## src/rtl/pwm_sequencer.sv

```systemverilog
// pwm_sequencer: drives 16 output pins from SPI-written configuration.
// A new configuration is staged on a valid/ready handshake and becomes active
// only at a PWM period boundary (or at once from IDLE), so pulses are never cut.
// Optional build macro: PWM_STAGGER_EN, which phase-shifts each PWM channel by
// i*(2^CNT_W/16) counter steps so rising edges are spread across the period.
module pwm_sequencer #(
   parameter int unsigned CLK_DIV = 13,
   parameter int unsigned CNT_W   = 8
) (
   input  logic             clk,
   input  logic             rst_n,
   input  logic             cfg_valid,
   output logic             cfg_ready,
   input  logic [15:0]      cfg_out_en,
   input  logic [15:0]      cfg_pwm_en,
   input  logic [CNT_W-1:0] cfg_duty,
   output logic [15:0]      pwm_out,
   output logic             period_start,
   output logic             busy
);

   localparam int unsigned       PW        = (CLK_DIV > 2) ? $clog2(CLK_DIV) : 1;
   localparam logic [PW-1:0]     PRESC_MAX = PW'(CLK_DIV - 1);
   localparam logic [CNT_W-1:0]  CNT_MAX   = '1;
`ifdef PWM_STAGGER_EN
   localparam int unsigned       STAGGER   = (2 ** CNT_W) / 16;
`endif

   typedef enum logic {IDLE = 1'b0, RUN = 1'b1} state_t;

   state_t             state_q, state_d;
   logic [PW-1:0]      presc_q, presc_d;
   logic [CNT_W-1:0]   cnt_q, cnt_d;
   logic               pending_q, pending_d;
   logic [15:0]        stg_out_en_q, stg_out_en_d;
   logic [15:0]        stg_pwm_en_q, stg_pwm_en_d;
   logic [CNT_W-1:0]   stg_duty_q, stg_duty_d;
   logic [15:0]        act_out_en_q, act_out_en_d;
   logic [15:0]        act_pwm_en_q, act_pwm_en_d;
   logic [CNT_W-1:0]   act_duty_q, act_duty_d;
   logic               period_start_q, period_start_d;
   logic [15:0]        pwm_out_q, pwm_out_d;

   logic               tick;
   logic               boundary;
   logic               accept;
   logic               apply;
   logic [CNT_W-1:0]   phase;

   assign cfg_ready    = !pending_q;
   assign pwm_out      = pwm_out_q;
   assign period_start = period_start_q;
   assign busy         = (state_q == RUN);

   // Handshake, staging/apply, prescaler, counter and state transitions.
   always_comb begin
      tick     = (state_q == RUN) && (presc_q == PRESC_MAX);
      boundary = tick && (cnt_q == CNT_MAX);
      accept   = cfg_valid && !pending_q;
      apply    = pending_q && ((state_q == IDLE) || boundary);

      state_d        = state_q;
      presc_d        = presc_q;
      cnt_d          = cnt_q;
      pending_d      = pending_q;
      stg_out_en_d   = stg_out_en_q;
      stg_pwm_en_d   = stg_pwm_en_q;
      stg_duty_d     = stg_duty_q;
      act_out_en_d   = act_out_en_q;
      act_pwm_en_d   = act_pwm_en_q;
      act_duty_d     = act_duty_q;
      period_start_d = boundary;

      // accept needs pending=0 and apply needs pending=1, so they never collide;
      // an accept on a boundary edge therefore waits for the next boundary.
      if (accept) begin
         stg_out_en_d = cfg_out_en;
         stg_pwm_en_d = cfg_pwm_en;
         stg_duty_d   = cfg_duty;
         pending_d    = 1'b1;
      end
      if (apply) begin
         act_out_en_d = stg_out_en_q;
         act_pwm_en_d = stg_pwm_en_q;
         act_duty_d   = stg_duty_q;
         pending_d    = 1'b0;
      end

      case (state_q)
         IDLE: begin
            presc_d = '0;
            cnt_d   = '0;
            if (act_out_en_q != '0) state_d = RUN;
         end
         RUN: begin
            presc_d = tick ? '0 : presc_q + 1'b1;
            if (tick) cnt_d = cnt_q + 1'b1;
            if (boundary && (act_out_en_d == '0)) begin
               state_d = IDLE;
               presc_d = '0;
               cnt_d   = '0;
            end
         end
         default: state_d = IDLE;
      endcase
   end

   // Per-channel pin drive, computed from the current counter and active config.
   always_comb begin
      pwm_out_d = '0;
      phase     = cnt_q;
      if (state_q == RUN) begin
         for (int unsigned i = 0; i < 16; i++) begin
`ifdef PWM_STAGGER_EN
            phase = cnt_q + CNT_W'(i * STAGGER);
`else
            phase = cnt_q;
`endif
            if (!act_out_en_q[i])            pwm_out_d[i] = 1'b0;
            else if (!act_pwm_en_q[i])       pwm_out_d[i] = 1'b1;
            else if (act_duty_q == CNT_MAX)  pwm_out_d[i] = 1'b1;
            else                             pwm_out_d[i] = (phase < act_duty_q);
         end
      end
   end

   // All state registers, asynchronously cleared.
   always_ff @(posedge clk or negedge rst_n) begin
      if (!rst_n) begin
         state_q        <= IDLE;
         presc_q        <= '0;
         cnt_q          <= '0;
         pending_q      <= 1'b0;
         stg_out_en_q   <= '0;
         stg_pwm_en_q   <= '0;
         stg_duty_q     <= '0;
         act_out_en_q   <= '0;
         act_pwm_en_q   <= '0;
         act_duty_q     <= '0;
         period_start_q <= 1'b0;
         pwm_out_q      <= '0;
      end else begin
         state_q        <= state_d;
         presc_q        <= presc_d;
         cnt_q          <= cnt_d;
         pending_q      <= pending_d;
         stg_out_en_q   <= stg_out_en_d;
         stg_pwm_en_q   <= stg_pwm_en_d;
         stg_duty_q     <= stg_duty_d;
         act_out_en_q   <= act_out_en_d;
         act_pwm_en_q   <= act_pwm_en_d;
         act_duty_q     <= act_duty_d;
         period_start_q <= period_start_d;
         pwm_out_q      <= pwm_out_d;
      end
   end

endmodule

```

## config.mk

```make
export PLATFORM = sky130hd
export DESIGN_NAME = pwm_sequencer
export DESIGN_NICKNAME = d
export VERILOG_FILES = /design/src/rtl/pwm_sequencer.sv
export SDC_FILE = /design/constraint.sdc
export NUM_CORES = 1
export LEC_CHECK = 0
export ABC_AREA = 1
export CAP_MARGIN = 20
export CORE_MARGIN = 1
export CORE_UTILIZATION = 59
export DETAILED_ROUTE_END_ITERATION = 8
export HOLD_SLACK_MARGIN = 0.08
export PLACE_DENSITY_LB_ADDON = 0.2
export REMOVE_ABC_BUFFERS = 1
export SKIP_LAST_GASP = 1
export SLEW_MARGIN = 15
export SYNTH_ARGS = -nofsm -noshare
export SYNTH_HDL_FRONTEND = slang
export SYNTH_SLANG_ARGS = --single-unit
```

## constraint.sdc

```tcl
create_clock -name clk -period 4.36 [get_ports clk]
set_clock_uncertainty 0.1 [all_clocks]
set_input_delay 0.436 -clock clk [delete_from_list [all_inputs] [get_ports clk]]
set_output_delay 0.436 -clock clk [all_outputs]
set_load 0.05 [all_outputs]
```

==> flow_summary.toml <==
[drt]
vias_per_cell = 5.133
route.vias.total = 3326
final_antenna_net_count = 0
wl_per_cell_um = 13.43
drt_iter0_drc = 168
drc = 0
firstDrtPassIters = 4
routed_wl_um = 8705

[power]
pwr-share-seq_pct = 58.0
switching_share_pct = 23.31
intPower_mw = 1.610
p_sw_uw = 489.5
ir_drop_mv = 0.2497
p_comb_share_pct = 10.2
power.density_mw_per_mm2 = 375.5
p_clk_share_pct = 31.9
p_leak_nw = 2.969
finalPower_mw = 2.100

[status]
outcome = "finished clean"

[clocking]
post_cts_buffers = 0
clkLatencyLatePin_ns = 0.36
cts-root-buf = "clkbuf_8"
cts_tree = "yes"
cts.sinks = 111
postCtsHoldBufs = 0
post_cts_resized = 0
clk_path_buf_depth = 2
h-tree-depth = 3
clkTransAtPathRegs_ns = 0.10
cts_buffers = 9

[logic_synthesis]
synth_ff_type = "dfrtp_1"
async_reset_ff_share_pct = 100.0
synth-simple-area-share_pct = 16.94
seq_area_frac_synth_pct = 59.33
synth.area.top_cells = "dfrtp_1, nand2_1, inv_1, mux2_2, nand3_1"
yosysUniqueCellTypes = 30
synth-seq-cells = 111
synthCells = 482
synthMuxAreaShare_pct = 4.810
synth_top_area_share_pct = 59.33
synth-edff-count = 0
synth_top_cell_by_area = "dfrtp_1"
synth-adder-area-share_pct = 2.672
yosysWarnings = 0
synth_top_family_by_area = "simple AND/OR/NAND/NOR gates"
netlist_area_mm2 = 0.004682
synth_xor_xnor_area_share_pct = 1.122
synth_compound_area_share_pct = 7.296
syn_area_per_cell_um2 = 9.714

[sta]
min_period_ns = 2.687
fin_hold_ws_ns = 0.1097
relSlewSlack_pct = 35.35
rsz0062_at_grt = "false"
setup_violations = 0
tightest_slew_ns = 0.9697
hold_viol_final = 0
period_share_pct = 61.62
tns_ns = 0
max_freq_mhz = 372.2
maxSlewViolCount = 0

[floorplan]
dieArea_mm2 = 0.008296
die_y_um = 91.08
start_util_pct = 60.90
core-area_mm2 = 0.007687
io_pins = 62
rows = 32
die_width_um = 91.08

[cells_and_area]
n_fill_cell = 594
final_common_cell = "dfrtp_1"
final_cell_mix = "dfrtp_1, nand2_1, inv_1"
multi_input_area_mm2 = 0.001540
area_growth_pct = 19.43
seqCellArea_mm2 = 0.002778
drive_above_1_share_pct = 10.44
antenna_cells = 0
nNetsFinal = 594

[global_routing]
grt_pass1_wl_um = 14890
grt_max_degree = 79
antenna_found_initial = 0
grt_usage_pct = 23.13
grt-ovfl-total = 0
grt_pass1_vias = 3318

[setup_path]
crit_type = "flip-flop to flip-flop"
crit_fanout = 67
start_kind = "flip-flop"
cp-end-kind = "flip-flop"
worst_ep_arrival_time_ns = 2.84
cp.required_ns = 4.51

[place]
port_buffers = 61
gp_congestion = 0.8246
place_hpwl_um = 6074

[min_path]
hold_path.class = "input pin to async pin"

[flow_run]
max-cap-violations = 0
-- state kept, by name, summed over array words and instances (netlist names) --
signal / count
act_duty_q: 8
busy: 1
pwm_out: 16
period_start: 1
cnt_q: 8
stg_duty_q: 8
act_out_en_q: 16
stg_pwm_en_q: 16
act_pwm_en_q: 16
pending_q: 1
stg_out_en_q: 16
presc_q: 4
-- path summary, 6_finish.rpt --
path | start | endpoint | slack, ns | cells after the start
min in group clk | stg_pwm_en_q[14] | act_pwm_en_q[14] | 0.39 | 2
hold reg to reg | stg_pwm_en_q[14] | act_pwm_en_q[14] | 0.39 | 2
max in group asynchronous | rst_n | act_pwm_en_q[4] | 3.02 | 2
setup / recovery | presc_q[0] | cnt_q[7] | 1.67 | 13
setup reg to reg | presc_q[0] | cnt_q[7] | 1.67 | 13
hold / removal | rst_n | stg_duty_q[5] | 0.11 | 1
-- power groups by stage --
stage	Combinational [mW]	Sequential, mW	Clock, mW
6_report	0.213	1.22	0.669
5_1_grt	0.244	1.23	0.718
4_1_cts	0.220	1.22	0.685
3_5_place_dp	0.219	1.24	0
3_3_place_gp	0.206	1.23	0
2_1_floorplan	0.131	1.21	0
-- area by class of cell --
type | instances | share of cell area [%]
Timing Repair Buffer | 65 | 11.41
Tap cell | 102 | 2.282
Clock buffer | 11 | 2.529
Sequential cell | 111 | 49.68
Inverter | 76 | 5.102
Multi-Input combinational cell | 278 | 27.55
Clock inverter | 5 | 1.454
-- cell families (layout without fill, tap and decap cells) --
| group | Yosys count | after routing |
|---|---|---|
| compound gates | 63 | 63 |
| xor+xnor | 6 | 6 |
| fa+ha+maj | 10 | 10 |
| buf+inv | 93 | 157 |
| flops | 111 | 111 |
| mux | 20 | 20 |
| simple gates | 179 | 179 |
-- through the flow --
| step | area, um^2 | std cells | utilization [%] | setup slack (ns) |
|---|---|---|---|---|
| after global placement | 5369 | 632 | 69.84 | 1.842 |
| final | 5592 | 648 | 72.74 | 1.673 |
| after detailed placement | 5369 | 632 | 69.84 | 1.743 |
| after floorplan | 4601 | 465 | - | 1.641 |
| after global routing | 5592 | 648 | 72.74 | 1.478 |
| after CTS | 5592 | 648 | 72.74 | 1.679 |
-- synthesized netlist by cell type (4+ instances only) --
library cell	number
nand2_1	94
mux2_2	20
nor2_1	34
dfrtp_1	111
nand4_1	6
inv_1	75
o21ai_0	24
a21oi_1	23
ha_1	10
nor4_1	4
clkbuf_1	13
nand3_1	28
o21ai_1	8
-- worst max-delay path: stages (launching register included) --
cell     delay [ns]
dfrtp_1        0.42
inv_1          0.08
ha_1           0.16
nand3_2        0.10
nor2_4         0.15
nand3_2        0.13
nand2_4        0.14
nand2_4        0.34
o21ai_1        0.32
nand2_1        0.08
nor2_1         0.17
nand3_2        0.16
nand2_4        0.13
o21ai_2        0.06
-- per-layer routing --
layer	global-route usage (%)	up-vias	wire (um)
li1	-	1641	-
met1	30.55	1611	3845
met2	37.63	63	4359
met3	3.936	11	352
met4	10.85	0	148
met5	0	-	0
(Power assumes the default switching activity.)
